<file path="config.mk">
export PLATFORM = sky130hd
export DESIGN_NAME = alu_operand_sel
export DESIGN_NICKNAME = d
export VERILOG_FILES = /design/src/rtl/alu_operand_sel_pkg.sv /design/src/rtl/alu_operand_sel_alu_src_mux.sv /design/src/rtl/alu_operand_sel.sv
export SDC_FILE = /design/constraint.sdc
export NUM_CORES = 1
export LEC_CHECK = 0
export ABC_CLOCK_PERIOD_IN_PS = 1800
export CAP_MARGIN = 25
export CORE_MARGIN = 4
export CORE_UTILIZATION = 44
export DETAILED_ROUTE_END_ITERATION = 16
export PLACE_DENSITY = 0.78
export SYNTH_ARGS = -nofsm -noshare
export SYNTH_HDL_FRONTEND = slang
export SYNTH_HIERARCHICAL = 1
export SYNTH_SLANG_ARGS = --single-unit
export TNS_END_PERCENT = 100
</file>
<file path="constraint.sdc">
create_clock -name Clk -period 1.8 [get_ports Clk]
set_clock_uncertainty 0.1 [all_clocks]
set_input_delay 0.36 -clock Clk [delete_from_list [all_inputs] [get_ports Clk]]
set_output_delay 0.36 -clock Clk [all_outputs]
set_load 0.01 [all_outputs]
</file>
<file path="src/rtl/alu_operand_sel_pkg.sv">
// Shared definitions for the ALU operand-selection stage: storage state
// encoding, out-of-range operand fill, and default geometry.
package alu_operand_sel_pkg;

  localparam int unsigned DEF_WIDTH   = 32;
  localparam int unsigned DEF_NUM_SRC = 4;

  // An out-of-range select yields an operand of all SELERR_FILL_BIT and raises SelErr.
  localparam logic SELERR_FILL_BIT = 1'b0;

  typedef enum logic [1:0] {
    ST_EMPTY = 2'd0,
    ST_ONE   = 2'd1,
    ST_FULL  = 2'd2
  } state_e;

endpackage

</file>
<file path="src/rtl/alu_operand_sel_alu_src_mux.sv">
// NUM_SRC:1 operand selector with out-of-range flag.
// With ALU_OPSEL_FWD_EN defined, source 0 is replaced by a matching writeback.
import alu_operand_sel_pkg::*;

module alu_src_mux #(
  parameter int unsigned WIDTH   = DEF_WIDTH,
  parameter int unsigned NUM_SRC = DEF_NUM_SRC,
  parameter int unsigned SEL_W   = $clog2(NUM_SRC)
`ifdef ALU_OPSEL_FWD_EN
 ,parameter int unsigned RADDR_W = 5
`endif
) (
  input  logic [WIDTH-1:0]               reg_data_i,
  input  logic [(NUM_SRC-1)*WIDTH-1:0]   ext_data_i,
  input  logic [SEL_W-1:0]               sel_i,
`ifdef ALU_OPSEL_FWD_EN
  input  logic [RADDR_W-1:0]             rs_i,
  input  logic                           wb_valid_i,
  input  logic [RADDR_W-1:0]             wb_addr_i,
  input  logic [WIDTH-1:0]               wb_data_i,
`endif
  output logic [WIDTH-1:0]               operand_o,
  output logic                           sel_err_o
);

  logic [WIDTH-1:0] src0;
  logic             in_range;

`ifdef ALU_OPSEL_FWD_EN
  // Register 0 is never forwarded: it is the hard-wired zero register.
  assign src0 = (wb_valid_i && (wb_addr_i == rs_i) && (rs_i != '0)) ? wb_data_i : reg_data_i;
`else
  assign src0 = reg_data_i;
`endif

  always_comb begin
    operand_o = {WIDTH{SELERR_FILL_BIT}};
    in_range  = 1'b0;
    if (sel_i == '0) begin
      operand_o = src0;
      in_range  = 1'b1;
    end
    for (int unsigned k = 1; k < NUM_SRC; k++) begin
      if (sel_i == SEL_W'(k)) begin
        operand_o = ext_data_i[(k-1)*WIDTH +: WIDTH];
        in_range  = 1'b1;
      end
    end
  end

  assign sel_err_o = ~in_range;

endmodule

</file>
<file path="src/rtl/alu_operand_sel.sv">
// Registered operand-selection stage with a two-entry skid buffer.
// Optional writeback forwarding on source 0 via macro ALU_OPSEL_FWD_EN.
import alu_operand_sel_pkg::*;

module alu_operand_sel #(
  parameter int unsigned WIDTH   = DEF_WIDTH,
  parameter int unsigned NUM_SRC = DEF_NUM_SRC,
  parameter int unsigned SEL_W   = $clog2(NUM_SRC),
  parameter int unsigned RADDR_W = 5
) (
  input  logic                           Clk,
  input  logic                           Rst_n,
  input  logic                           InValid,
  output logic                           InReady,
  input  logic [WIDTH-1:0]               RegDataA,
  input  logic [WIDTH-1:0]               RegDataB,
  input  logic [(NUM_SRC-1)*WIDTH-1:0]   ExtData,
  input  logic [SEL_W-1:0]               SelA,
  input  logic [SEL_W-1:0]               SelB,
`ifdef ALU_OPSEL_FWD_EN
  input  logic [RADDR_W-1:0]             RsA,
  input  logic [RADDR_W-1:0]             RsB,
  input  logic                           WbValid,
  input  logic [RADDR_W-1:0]             WbAddr,
  input  logic [WIDTH-1:0]               WbData,
`endif
  output logic                           OutValid,
  input  logic                           OutReady,
  output logic [WIDTH-1:0]               OperandA,
  output logic [WIDTH-1:0]               OperandB,
  output logic                           SelErr
);

  if (NUM_SRC < 2 || RADDR_W < 1) begin : g_cfg_err
    $error("alu_operand_sel: NUM_SRC must be >= 2 and RADDR_W >= 1");
  end

  logic [WIDTH-1:0] a_d, b_d;
  logic             err_a, err_b, err_d;

  alu_src_mux #(
    .WIDTH   (WIDTH),
    .NUM_SRC (NUM_SRC),
    .SEL_W   (SEL_W)
`ifdef ALU_OPSEL_FWD_EN
   ,.RADDR_W (RADDR_W)
`endif
  ) u_mux_a (
    .reg_data_i (RegDataA),
    .ext_data_i (ExtData),
    .sel_i      (SelA),
`ifdef ALU_OPSEL_FWD_EN
    .rs_i       (RsA),
    .wb_valid_i (WbValid),
    .wb_addr_i  (WbAddr),
    .wb_data_i  (WbData),
`endif
    .operand_o  (a_d),
    .sel_err_o  (err_a)
  );

  alu_src_mux #(
    .WIDTH   (WIDTH),
    .NUM_SRC (NUM_SRC),
    .SEL_W   (SEL_W)
`ifdef ALU_OPSEL_FWD_EN
   ,.RADDR_W (RADDR_W)
`endif
  ) u_mux_b (
    .reg_data_i (RegDataB),
    .ext_data_i (ExtData),
    .sel_i      (SelB),
`ifdef ALU_OPSEL_FWD_EN
    .rs_i       (RsB),
    .wb_valid_i (WbValid),
    .wb_addr_i  (WbAddr),
    .wb_data_i  (WbData),
`endif
    .operand_o  (b_d),
    .sel_err_o  (err_b)
  );

  assign err_d = err_a | err_b;

  state_e           state_q;
  logic             in_ready_q, out_valid_q;
  logic [WIDTH-1:0] main_a_q, main_b_q, skid_a_q, skid_b_q;
  logic             main_err_q, skid_err_q;
  logic             accept;

  assign accept = InValid & in_ready_q;

  // Main register always drives the outputs; skid only fills when main is stalled.
  always_ff @(posedge Clk or negedge Rst_n) begin
    if (!Rst_n) begin
      state_q     <= ST_EMPTY;
      in_ready_q  <= 1'b1;
      out_valid_q <= 1'b0;
      main_a_q    <= '0;
      main_b_q    <= '0;
      main_err_q  <= 1'b0;
      skid_a_q    <= '0;
      skid_b_q    <= '0;
      skid_err_q  <= 1'b0;
    end else begin
      unique case (state_q)
        ST_EMPTY: begin
          if (accept) begin
            main_a_q    <= a_d;
            main_b_q    <= b_d;
            main_err_q  <= err_d;
            out_valid_q <= 1'b1;
            state_q     <= ST_ONE;
          end
        end
        ST_ONE: begin
          if (accept && !OutReady) begin
            skid_a_q   <= a_d;
            skid_b_q   <= b_d;
            skid_err_q <= err_d;
            in_ready_q <= 1'b0;
            state_q    <= ST_FULL;
          end else if (accept && OutReady) begin
            main_a_q   <= a_d;
            main_b_q   <= b_d;
            main_err_q <= err_d;
          end else if (OutReady) begin
            out_valid_q <= 1'b0;
            state_q     <= ST_EMPTY;
          end
        end
        ST_FULL: begin
          if (OutReady) begin
            main_a_q   <= skid_a_q;
            main_b_q   <= skid_b_q;
            main_err_q <= skid_err_q;
            in_ready_q <= 1'b1;
            state_q    <= ST_ONE;
          end
        end
        default: begin
          state_q     <= ST_EMPTY;
          in_ready_q  <= 1'b1;
          out_valid_q <= 1'b0;
        end
      endcase
    end
  end

  assign InReady  = in_ready_q;
  assign OutValid = out_valid_q;
  assign OperandA = main_a_q;
  assign OperandB = main_b_q;
  assign SelErr   = main_err_q;

endmodule
</file>
=== Word level (Yosys, flattened, before mapping) ===
Index checks and enable logic that the tools add are counted.

* Flip-flop bits (word level): 134
* Bits in latches: 0
* Memory bits (writable): 0
* Bits in read-only memories: 0
* Output and inout bits: 67
* Logic and storage cells: 89
* Memories kept: 0

* Add/subtract/negate cells: 0
* Multiply operators: 0
* Divide/modulo/power cells: 0
* Magnitude comparators: 0
* Eq/ne operators: 17
* Shift operators: 0
* Muxes and demuxes: 45
* Bitwise logic cells: 6
* Reductions and logical operators: 12

{| class="wikitable"
|+ Operators with widths
! kind !! count
|-
| two-way mux 32 bit || 16
|-
| one-hot mux 32 bit (3 select lines) || 2
|-
| two-way mux 1 bit || 18
|-
| != test 2 bit (second input constant) || 7
|-
| equality test 2 bit (second input constant) || 5
|-
| two-way mux 2 bit || 5
|-
| AND reduction 5 bit || 2
|-
| one-hot mux 1 bit (3 select lines) || 3
|-
| equality test 2 x 1 -> 1 bit (second input constant) || 3
|-
| logical NOT 2 bit || 3
|-
| != test 3 bit (second input constant) || 2
|-
| one-hot mux 2 bit (3 select lines) || 1
|-
| NOT 1 bit || 4
|-
| AND reduction 4 bit || 1
|-
| AND reduction 3 bit || 1
|-
| nonzero test 3 bit || 1
|-
| logical AND 1 bit || 2
|-
| AND reduction 2 bit || 1
|-
| AND 1 bit || 1
|-
| logical NOT 1 bit || 1
|-
| OR 1 bit || 1
|}

=== Depth between registers and ports, before layout ===
Gate-level depths: netlist of run 1.

* Depth in word-level cells: 10
* Depth in mapped cells: 6

=== Cells and area by module ===
The synthesis of run 1 kept the hierarchy.

{| class="wikitable"
|+ Modules (own cells, without submodules)
! module !! times used !! cells an instance !! area each (um^2)
|-
| alu_operand_sel || 1 || 371 || 6387.4
|-
| alu_src_mux || 2 || 41 || 825.8
|}

=== Least setup slack after synthesis of run 1 ===
No wires, ideal clock.

* Kind: input to register
* Start point: input SelA[0]
* End point: register main_a_q[1] (netlist: OperandA[1])
* Setup time: 0.125 ns
* Arrival time: 1.636 ns
* Slack: -0.061 ns
* Stages: 5
* Path buffers: 2
* Path through: buf_6 -> buf_12 -> mux4_2 -> mux2_4 -> mux2_2

* Word-level cells in the longest chain between the ends: 8
* Elaborated cells on any way between the ends: 12

{| class="wikitable"
|+ Ends and longest elaborated chain
! what !! line !! source
|-
| start, declared || alu_operand_sel.sv:18 || <nowiki>input logic [SEL_W-1:0] SelA,</nowiki>
|-
| logical NOT 2 bit || alu_operand_sel_alu_src_mux.sv:39 || <nowiki>if (sel_i == '0) begin</nowiki>
|-
| two-way mux 32 bit || alu_operand_sel_alu_src_mux.sv:39 ||
|-
| two-way mux 32 bit (2 in a row) || alu_operand_sel_alu_src_mux.sv:44 || <nowiki>if (sel_i == SEL_W'(k)) begin</nowiki>
|-
| two-way mux 32 bit * || alu_operand_sel_alu_src_mux.sv:44 ||
|-
| named net a_d[1] || alu_operand_sel.sv:38 || <nowiki>logic [WIDTH-1:0] a_d, b_d;</nowiki>
|-
| two-way mux 32 bit || alu_operand_sel.sv:123 || <nowiki>end else if (accept && OutReady) begin</nowiki>
|-
| two-way mux 32 bit || alu_operand_sel.sv:117 || <nowiki>if (accept && !OutReady) begin</nowiki>
|-
| one-hot mux 32 bit (3 select lines) * || alu_operand_sel.sv:106 || <nowiki>unique case (state_q)</nowiki>
|-
| end signal, assigned || alu_operand_sel.sv:134 || <nowiki>main_a_q <= skid_a_q;</nowiki>
|-
| end, declared || alu_operand_sel.sv:87 || <nowiki>logic [WIDTH-1:0] main_a_q, main_b_q, skid_a_q, skid_b_q;</nowiki>
|}

Mark *: on every way through the listed nets, which the timed path passes. The rest lies on a longest branch. The select of a mux whose other input is x is not followed.
A chain may end at the register's enable or synchronous reset.

=== Final worst setup path of run 1 ===
* Start point: input OutReady
* End point: register skid_a_q[24]

* Word-level cells in the longest chain between the ends: 3

{| class="wikitable"
|+ Ends and longest elaborated chain
! what !! line !! source
|-
| start, declared || alu_operand_sel.sv:28 || <nowiki>input logic OutReady,</nowiki>
|-
| logical NOT 1 bit || alu_operand_sel.sv:117 ||
|-
| logical AND 1 bit || alu_operand_sel.sv:117 ||
|-
| AND reduction 2 bit (no source line) || -- ||
|-
| end signal, assigned || alu_operand_sel.sv:102 || <nowiki>skid_a_q <= '0;</nowiki>
|-
| end signal, assigned || alu_operand_sel.sv:118 || <nowiki>skid_a_q <= a_d;</nowiki>
|-
| end, declared || alu_operand_sel.sv:87 ||
|}

No other way between the ends.

==> impl_metrics.env, run 1 <==
export IMPL_combPwrFrac_pct=39.8
export IMPL_cts_root_buf="clkbuf_16"
export IMPL_insertedDiodeCount=0
export IMPL_peakVddDrop_mv=0.719
export IMPL_drcViolationCount=0
export IMPL_cp_slowest_cell="clkdlybuf4s50_1"
export IMPL_drive_above_1_share_pct=43.0
export IMPL_ant_nets=0
export IMPL_yosysTopAreaCell="dfrtp_1"
export IMPL_coreArea_um2=18000
export IMPL_synth_xor_area_share_pct=0.109
export IMPL_fin_ws_ps=-33.2
export IMPL_netlist_instances=453
export IMPL_reg2reg_slack_ps=-30
export IMPL_slowest_delay_ps=410
export IMPL_tritoncts="yes"
export IMPL_firstDrtPassIters=4
export IMPL_routed_wl_mm=21.9
export IMPL_final_setup_viol_count=57
export IMPL_numCtsBuffers=17
export IMPL_postSynthAreaPerCell_um2=17.7
export IMPL_initial_core_util_pct=44.8
export IMPL_yosys_top_cells_area="dfrtp_1 41%, mux2_4 21%, mux4_2 17%"
export IMPL_p_per_area_nw_per_um2=1270
export IMPL_grt_use_met1_pct=24.9
export IMPL_synth_simple_area_share_pct=0.903
export IMPL_grt_pass1_wl_mm=31.9
export IMPL_intPower_w=0.0106
export IMPL_yosys_register_bits=134
export IMPL_fin_crit_sh_pct=102
export IMPL_async_reset_ff_share_pct=100
export IMPL_drt_initial_drc_count=256
export IMPL_critPathBufInv=4
export IMPL_power_frac_clock_pct=23.4
export IMPL_fin_nets=890
export IMPL_portBuffers=234
export IMPL_clk_path_buf_depth=2
export IMPL_placed_cells=912
export IMPL_dieArea_um2=20500
export IMPL_maxCapViolations=0
export IMPL_die_y_um=143
export IMPL_endpoint_kind="flop"
export IMPL_vias_per_cell=5.36
export IMPL_grt_ovfl_total=0
export IMPL_routedWlPerCell_um=22.7
export IMPL_crit_path_max_fanout=8
export IMPL_worstPathArrival_ps=2020
export IMPL_synth_most_common_cell="dfrtp_1"
export IMPL_h_tree_depth=4
export IMPL_netlist_area_um2=8040
export IMPL_p_leak_nw=5.15
export IMPL_ys_types=29
export IMPL_power_frac_seq_pct=36.8
export IMPL_design_area_um2=11700
export IMPL_placed_area_um2=10700
export IMPL_run_status="finished, violations left"
export IMPL_dp_hpwl_mm=15.4
export IMPL_synth_top_family_by_area="multiplexers"
export IMPL_fmax_ghz=0.545
export IMPL_worstPathRequired_ps=1990
export IMPL_synth_ff_type="dfrtp_1"
export IMPL_synth_common_cells="133 x dfrtp_1, 110 x mux2_4, 60 x mux4_2, 46 x mux2_2, 39 x mux2_1"
export IMPL_hold_class="input pin to asynchronous set/reset pin"
export IMPL_p_total_w=0.0149
export IMPL_num_vias=5163
export IMPL_antenna_found_initial=0
export IMPL_fin_cells=964
export IMPL_grtUsageMet3_pct=4.86
export IMPL_grt_max_degree=52
export IMPL_grt_usage_pct=20.4
export IMPL_violations="setup timing"
export IMPL_synth_enable_flop_cells=0
export IMPL_yosys_warnings=6
export IMPL_synth_compound_area_share_pct=0.778
export IMPL_grt_pass1_vias=5861
export IMPL_rows=49
export IMPL_grt_setup_unrepaired="true"
export IMPL_p_switching_w=0.00433
export IMPL_die_w_um=143
export IMPL_grt_busiest_layer="met2"
export IMPL_ys_seq_area_share_pct=41.7
export IMPL_finalCriticalPeriod_ps=1830
export IMPL_yosysTopAreaCellShare_pct=41.4
export IMPL_switching_share_pct=29.1
export IMPL_io_pins=235
export IMPL_use_met2_pct=36.5
export IMPL_final_max_slew_viol_count=0
export IMPL_synthAdderAreaFrac_pct=0
export IMPL_area_growth_pct=45.9
export IMPL_muxShareOfSynthArea_pct=50.6
export IMPL_synth_nets=621
export IMPL_clk_pin_slew_ps=60
export IMPL_clkLatencyLatePin_ps=410
export IMPL_path_delay_family="buffers and inverters"
export IMPL_clock_sinks=134
export IMPL_crit_chain="clkdlybuf4s50_1, buf_4, nand2b_4, nor3_4, buf_12, clkbuf_16, mux2_1"
export IMPL_hold_viol=0
export IMPL_start_kind="input pin"
export IMPL_gp_congestion=0.811
export IMPL_critPathKind="input pin to flop"
## worst reg2reg max path, delay by kind of cell, from the launching register on
kind / cells / cell delay (ps)
buf+inv: 2 / 390
flops: 1 / 450
compound gates: 1 / 270
mux: 1 / 310
simple gates: 1 / 190
## per-stage QoR
| stage | setup slack, ps | util [%] | hold slack (ps) | TNS [ps] |
|---|---|---|---|---|
| 6_report | -33.2 | 65.3 | 311 | -911 |
| 5_1_grt | -96.3 | 65.3 | 326 | -6530 |
| 4_1_cts | -36.1 | 63.5 | 308 | -654 |
| 2_1_floorplan | -33.1 | - | -35.6 | -1900 |
| 3_5_place_dp | -501 | 59.6 | 173 | -57570 |
| 3_3_place_gp | -456 | 59.6 | 169 | -53620 |
## routing by layer
layer | vias to the layer above | share of wire (%)
met1 | 2675 | 40
met4 | 0 | 1.1
met2 | 173 | 53
met5 | - | 0
li1 | 2295 | -
met3 | 20 | 5.5
## layout by cell type (no fill, tap or decap), types with 13 or more instances in the layout
| cell type | instances |
|---|---|
| mux4_2 | 60 |
| clkbuf_16 | 24 |
| mux2_1 | 39 |
| mux2_2 | 28 |
| buf_12 | 17 |
| clkdlybuf4s50_1 | 162 |
| buf_6 | 13 |
| dlymetal6s2s_1 | 18 |
| mux2_4 | 128 |
| dlygate4sd2_1 | 48 |
| buf_4 | 13 |
| dfrtp_1 | 132 |
## flip-flops by register name, summed over array words and instances, names as in the netlist
name / flops
state_q: 2
skid_b_q: 32
SelErr: 1
OperandB: 32
skid_a_q: 32
skid_err_q: 1
OperandA: 32
OutValid: 1
InReady: 1
## cell families (layout without fill, tap and decap cells)
kind of cell / count (synthesis) / in the layout
compound gates: 7 / 7
xor+xnor: 1 / 1
buf+inv: 41 / 323
flops: 134 / 134
mux: 259 / 259
other cells: 2 / 2
simple gates: 9 / 9
## worst paths after layout
check | startpoint | end | cells past startpoint
worst max-delay path | OutReady | skid_a_q[24]$_DFFE_PN0P_ | 7
worst min-delay path | Rst_n | OperandB[11]$_DFFE_PN0P_ | 2
worst max register to register | state_q[0]$_DFFE_PN0P_ | OperandA[31]$_DFFE_PN0P_ | 5
worst min register to register | skid_a_q[22]$_DFFE_PN0P_ | skid_a_q[22]$_DFFE_PN0P_ | 1
max in group asynchronous | Rst_n | skid_b_q[26]$_DFFE_PN0P_ | 3
min in group Clk | skid_a_q[22]$_DFFE_PN0P_ | skid_a_q[22]$_DFFE_PN0P_ | 1
## layout make-up
cell class,count,area [µm²]
clock buffers,21,480
flip-flops and latches,134,3360
well taps,229,287
fillers,1256,6230
inverters,3,11.3
multi-input cells,278,4300
repair buffers,288,3170
clock inverters,11,123
## power groups by stage
| stage | registers (W) | clock network [W] | logic [W] |
|---|---|---|---|
| after floorplan | 0.00560 | 0 | 0.00316 |
| after global placement | 0.00545 | 0 | 0.00591 |
| after detailed placement | 0.00551 | 0 | 0.00610 |
| after CTS | 0.00549 | 0.00353 | 0.00586 |
| after global routing | 0.00565 | 0.00369 | 0.00628 |
| final | 0.00548 | 0.00349 | 0.00592 |
## what timing repair did
item | in CTS | in global routing
hold endpoints to repair | 31 | 0
setup buffers | 4 | 3
gates cloned | 3 | 9
gates resized for setup | 65 | 31
setup endpoints to repair | 179 | 135
pin swaps | 2 | 2
hold buffers | 1 | 0
Power figures use the tool's default switching activity.
==> run 2, diff against run 1 <==
- SETUP_SLACK_MARGIN: default -> 0.4
==> run 2 against run 1 <==
Net effect:
- combinational power up 19%
- hold slack got worse by 20 ps
- wire length down 1.5%
- global-route usage is 0.71 points higher
- first-iteration DRC count down 14%
- via count up 3.4%
- count of clock-buffer cells in the layout up 3
- clock power rose by 5%
- largest cell class unchanged
- the flow still finishes with violations (setup timing)
==> impl_metrics.env, run 2 (synthesis gave the netlist of run 1 again) <==
export IMPL_run_status="finished, violations left"
export IMPL_violations="setup timing"
export IMPL_clkLatencyLatePin_ps=410
export IMPL_grt_max_degree=48
export IMPL_hold_viol=0
export IMPL_worstPathArrival_ps=2080
export IMPL_dieArea_um2=20500
export IMPL_fin_cells=1005
export IMPL_fin_crit_sh_pct=105
export IMPL_grt_setup_unrepaired="true"
export IMPL_grt_pass1_wl_mm=32.9
export IMPL_peakVddDrop_mv=0.810
export IMPL_power_frac_clock_pct=22.5
export IMPL_combPwrFrac_pct=43.4
export IMPL_placed_cells=906
export IMPL_area_growth_pct=48.5
export IMPL_start_kind="flop"
export IMPL_drt_initial_drc_count=219
export IMPL_cts_root_buf="clkbuf_16"
export IMPL_worstPathRequired_ps=1990
export IMPL_final_common_cell="clkdlybuf4s50_1"
export IMPL_fin_ws_ps=-85.6
export IMPL_antenna_found_initial=0
export IMPL_setup_worst_path_start="state_q[0]$_DFFE_PN0P_"
export IMPL_final_max_slew_viol_count=0
export IMPL_crit_path_max_fanout=8
export IMPL_grt_pass1_vias=6120
export IMPL_io_pins=235
export IMPL_gp_congestion=0.822
export IMPL_tns_ps=-2230
export IMPL_final_setup_viol_count=57
export IMPL_p_leak_nw=5.21
export IMPL_die_y_um=143
export IMPL_hold_start="OutReady"
export IMPL_clock_sinks=134
export IMPL_clk_path_buf_depth=2
export IMPL_grt_usage_pct=21.1
export IMPL_power_frac_seq_pct=34.1
export IMPL_routedWlPerCell_um=21.4
export IMPL_clk_pin_slew_ps=60
export IMPL_critPathKind="flop to flop"
export IMPL_h_tree_depth=4
export IMPL_portBuffers=234
export IMPL_intPower_w=0.0117
export IMPL_rows=49
export IMPL_vias_per_cell=5.31
export IMPL_initial_core_util_pct=44.8
export IMPL_num_vias=5341
export IMPL_hold_class="input pin to flop"
export IMPL_drive_above_1_share_pct=54.6
export IMPL_finalCriticalPeriod_ps=1890
export IMPL_maxCapViolations=0
export IMPL_p_per_area_nw_per_um2=1360
export IMPL_switching_share_pct=27.9
export IMPL_endpoint_kind="flop"
export IMPL_tritoncts="yes"
export IMPL_drcViolationCount=0
export IMPL_r2r_start="state_q[0]$_DFFE_PN0P_"
export IMPL_ant_nets=0
export IMPL_die_w_um=143
export IMPL_p_switching_w=0.00452
export IMPL_fmax_ghz=0.530
export IMPL_numCtsBuffers=17
export IMPL_routed_wl_mm=21.5
export IMPL_insertedDiodeCount=0
export IMPL_firstDrtPassIters=4
export IMPL_dp_hpwl_mm=15.2
export IMPL_mostFrequentLayoutCells="161 x clkdlybuf4s50_1, 138 x mux2_4, 132 x dfrtp_1"
export IMPL_nFillCells=1208
export IMPL_fin_nets=931
export IMPL_coreArea_um2=18000
export IMPL_grt_ovfl_total=0
[run 2: final cells by class]
class / instances / area [µm²] / area share, %
tap: 229 / 287 / 2.40
clock inverter: 8 / 145 / 1.22
multi-input combinational: 278 / 4340 / 36.3
inverter: 3 / 11.3 / 0.0943
timing repair buffer: 329 / 3320 / 27.8
clock buffer: 24 / 482 / 4.03
sequential: 134 / 3360 / 28.1
[run 2: worst paths after layout]
path / endpoint / slack (ps) / cells after the start
worst min register to register: skid_a_q[21]$_DFFE_PN0P_ / 380 / 1
worst max-delay path: OperandA[10]$_DFFE_PN0P_ / -90 / 7
worst max register to register: OperandA[10]$_DFFE_PN0P_ / -90 / 7
worst min-delay path: state_q[1]$_DFFE_PN0P_ / 290 / 3
max in group asynchronous: OperandA[27]$_DFFE_PN0P_ / 690 / 3
min in group asynchronous: OperandA[17]$_DFFE_PN0P_ / 340 / 2
[run 2: per-layer routing]
| metal | global-route usage, % | part of all wire, % | vias to the layer above |
|---|---|---|---|
| met5 | 0 | 0 | - |
| met4 | 7.45 | 2.5 | 0 |
| met3 | 4.32 | 6.1 | 37 |
| met2 | 38.5 | 53 | 200 |
| met1 | 24.7 | 39 | 2726 |
| li1 | - | - | 2378 |
[run 2: critical path, stage by stage (launching register included)]
cell and delay [ps]:
dfrtp_2 420, buf_6 130, nand3b_1 230, o31ai_4 110, buf_6 210, buf_12 120
buf_16 140, mux2_4 300
[run 2: what timing repair did]
item                                    4_1_cts  5_1_grt
pin swaps                                     2        0
resized for setup                           318       18
endpoints found under the setup margin      198      198
hold endpoints to repair                     31        0
cloned                                        7        0
hold buffers                                  1        0
setup buffers                                45       14
[run 2: per-stage QoR]
step | cell area, µm² | setup WS [ps] | hold slack [ps] | power (W) | utilization [%]
CTS | 11700 | -84.4 | 331 | 0.0158 | 65.3
global placement | 10700 | -519 | 181 | 0.0113 | 59.3
floorplan | 8170 | -33.1 | -35.6 | 0.00887 | -
finish | 11900 | -85.6 | 290 | 0.0162 | 66.5
detailed placement | 10700 | -565 | 185 | 0.0116 | 59.3
global route | 11900 | -150 | 325 | 0.0170 | 66.5
[run 2: power groups by stage]
stage	Sequential [W]	Combinational (W)	Clock (W)
after floorplan	0.00562	0.00325	0
after global placement	0.00545	0.00589	0
after detailed placement	0.00551	0.00611	0
after CTS	0.00547	0.00668	0.00370
after global routing	0.00571	0.00748	0.00385
final	0.00553	0.00704	0.00365
==> run 3, diff against run 2 <==
- GPL_TIMING_DRIVEN: default -> 0
==> run 3 against run 2 <==
Net effect:
- the flow finishes with violations (hold timing, setup timing)
- worst setup slack better by 30 ps
- hold slack got worse by 440 ps
- final area increased by 3.9%
- flip-flop and latch count did not move
- final cell count increased by 2.5%
- critical endpoint is now OperandB[22]$_DFFE_PN0P_
- largest cell class unchanged
- highest routed layer unchanged
==> impl_metrics.env, run 3 (synthesis gave the netlist of run 1 again) <==
export IMPL_vias_per_cell=5.37
export IMPL_final_common_cell="mux2_4"
export IMPL_worstPathArrival_ps=2040
export IMPL_mostFrequentLayoutCells="171 x mux2_4, 161 x clkdlybuf4s50_1, 132 x dfrtp_1"
export IMPL_grt_pass1_vias=6026
export IMPL_grt_busiest_layer="met2"
export IMPL_path_depth=6
export IMPL_max_slew_worst_pin_slew_ps=661
export IMPL_routedWlPerCell_um=22.0
export IMPL_violations="hold timing, setup timing"
export IMPL_ant_nets=0
export IMPL_switching_share_pct=28.1
export IMPL_tns_ps=-2190
export IMPL_fmax_ghz=0.539
export IMPL_crit_path_frequent_cell="buf_12"
export IMPL_placed_cells=915
export IMPL_critPathKind="flop to flop"
export IMPL_cts_root_buf="clkbuf_16"
export IMPL_hold_class="input pin to asynchronous set/reset pin"
export IMPL_rows=49
export IMPL_clk_pin_slew_ps=60
export IMPL_portBuffers=232
export IMPL_coreArea_um2=18000
export IMPL_clkLatencyLatePin_ps=410
export IMPL_grt_setup_unrepaired="true"
export IMPL_start_kind="flop"
export IMPL_worst_hold_slack_ps=-149
export IMPL_grt_use_met1_pct=26.9
export IMPL_critPathBufInv=3
export IMPL_fin_crit_sh_pct=103
export IMPL_grt_usage_pct=21.4
export IMPL_endpoint_kind="flop"
export IMPL_grt_pass1_wl_mm=33.3
export IMPL_maxCapViolations=0
export IMPL_routed_wl_mm=22.7
export IMPL_drt_initial_drc_count=236
export IMPL_final_max_slew_viol_count=0
export IMPL_tritoncts="yes"
export IMPL_rr_worst_depth=6
export IMPL_path_delay_family="buffers and inverters"
export IMPL_crit_path_max_fanout=10
export IMPL_h_tree_depth=4
export IMPL_p_switching_w=0.00473
export IMPL_power_frac_seq_pct=33.0
export IMPL_die_y_um=143
export IMPL_max_slew_margin_pct=56.0
export IMPL_setup_worst_path_start="state_q[0]$_DFFE_PN0P_"
export IMPL_peakVddDrop_mv=0.795
export IMPL_p_leak_nw=5.42
export IMPL_firstDrtPassIters=4
export IMPL_fin_ws_ps=-55.6
export IMPL_fin_cells=1030
export IMPL_die_w_um=143
export IMPL_clk_path_buf_depth=2
export IMPL_clock_sinks=134
export IMPL_slowest_delay_ps=450
export IMPL_power_frac_clock_pct=20.8
export IMPL_crit_chain="and2b_4, o31ai_4, buf_6, buf_12, buf_12, mux2_4"
export IMPL_grt_max_degree=71
export IMPL_num_vias=5536
export IMPL_worstPathRequired_ps=1990
export IMPL_r2r_start="state_q[0]$_DFFE_PN0P_"
export IMPL_dp_hpwl_mm=15.9
export IMPL_hold_viol=69
export IMPL_dieArea_um2=20500
export IMPL_pre_cts_slack_ps=-949
export IMPL_drcViolationCount=0
export IMPL_crit_end="OperandB[22]$_DFFE_PN0P_"
export IMPL_io_pins=235
export IMPL_run_status="finished, violations left"
export IMPL_numCtsBuffers=17
export IMPL_antenna_found_initial=1
export IMPL_r2r_end="OperandB[22]$_DFFE_PN0P_"
export IMPL_use_met2_pct=36.4
export IMPL_drive_above_1_share_pct=60.7
export IMPL_p_per_area_nw_per_um2=1360
export IMPL_gp_congestion=0.815
export IMPL_combPwrFrac_pct=46.2
export IMPL_grtUsageMet3_pct=5.36
export IMPL_intPower_w=0.0121
export IMPL_grt_ovfl_total=0
export IMPL_final_setup_viol_count=63
export IMPL_cp_slowest_cell="dfrtp_2"
export IMPL_reg2reg_slack_ps=-60
export IMPL_area_growth_pct=54.3
export IMPL_fin_nets=954
export IMPL_final_util_pct=69.1
export IMPL_initial_core_util_pct=44.8
export IMPL_finalCriticalPeriod_ps=1860
-- run 3: cell types whose count changed in the layout (fill, tap and decap cells not counted), sizes merged --
cell / delta
buf: +19
bufbuf: -2
bufinv: -1
clkdlybuf4s15: +2
clkinv: +3
clkinvlp: +3
diode: +2
dlygate4sd2: +1
dlygate4sd3: -1
dlymetal6s2s: -1
-- run 3: power by group through the flow --
stage	Clock, W	Sequential, W	Combinational, W
6_report	0.00350	0.00554	0.00778
5_1_grt	0.00371	0.00571	0.00823
4_1_cts	0.00355	0.00545	0.00693
3_5_place_dp	0	0.00547	0.00621
3_3_place_gp	0	0.00538	0.00605
2_1_floorplan	0	0.00562	0.00325
-- run 3: metrics by stage --
| step | instance area, µm² | total power (W) |
|---|---|---|
| after floorplan | 8170 | 0.00887 |
| final | 12400 | 0.0168 |
| after CTS | 11900 | 0.0159 |
| after detailed placement | 10800 | 0.0117 |
| after global placement | 10800 | 0.0114 |
| after global routing | 12400 | 0.0176 |
-- run 3: final cells by class --
| type | count | area, µm² |
|---|---|---|
| diodes | 2 | 5.00 |
| inverters | 3 | 11.3 |
| plain buffers | 38 | 599 |
| flip-flops and latches | 134 | 3360 |
| well taps | 229 | 287 |
| clock buffers | 19 | 443 |
| clock inverters | 13 | 156 |
| repair buffers | 314 | 3080 |
| fillers | 1181 | 5560 |
| multi-input cells | 278 | 4460 |
-- run 3: timing repair --
| action | 4_1_cts | 5_1_grt |
|---|---|---|
| resized for setup | 364 | 42 |
| buffers inserted | 48 | 26 |
| endpoints found under the hold margin | 69 | 69 |
| setup endpoints to repair | 198 | 198 |
| pin swaps | 2 | 2 |
| gates cloned | 2 | 5 |
-- run 3: how the worst min path moves through the flow --
| stage | start | to | slack (ps) | depth (start not counted) |
|---|---|---|---|---|
| after floorplan | Rst_n | OperandA[0]$_DFFE_PN0P_ | -40 | 0 |
| after global placement | skid_a_q[30]$_DFFE_PN0P_ | skid_a_q[30]$_DFFE_PN0P_ | 370 | 1 |
| after detailed placement | Rst_n | OperandB[11]$_DFFE_PN0P_ | 310 | 1 |
| after CTS | Rst_n | OperandB[12]$_DFFE_PN0P_ | -130 | 1 |
| after global routing | Rst_n | OperandB[12]$_DFFE_PN0P_ | -130 | 1 |
| final | Rst_n | OperandB[12]$_DFFE_PN0P_ | -150 | 1 |
-- run 3: layer usage --
layer | routed length (µm) | part of all wire [%]
met3 | 1510 | 6.7
met4 | 431 | 1.9
met5 | 0 | 0
met2 | 11500 | 51
met1 | 9270 | 41
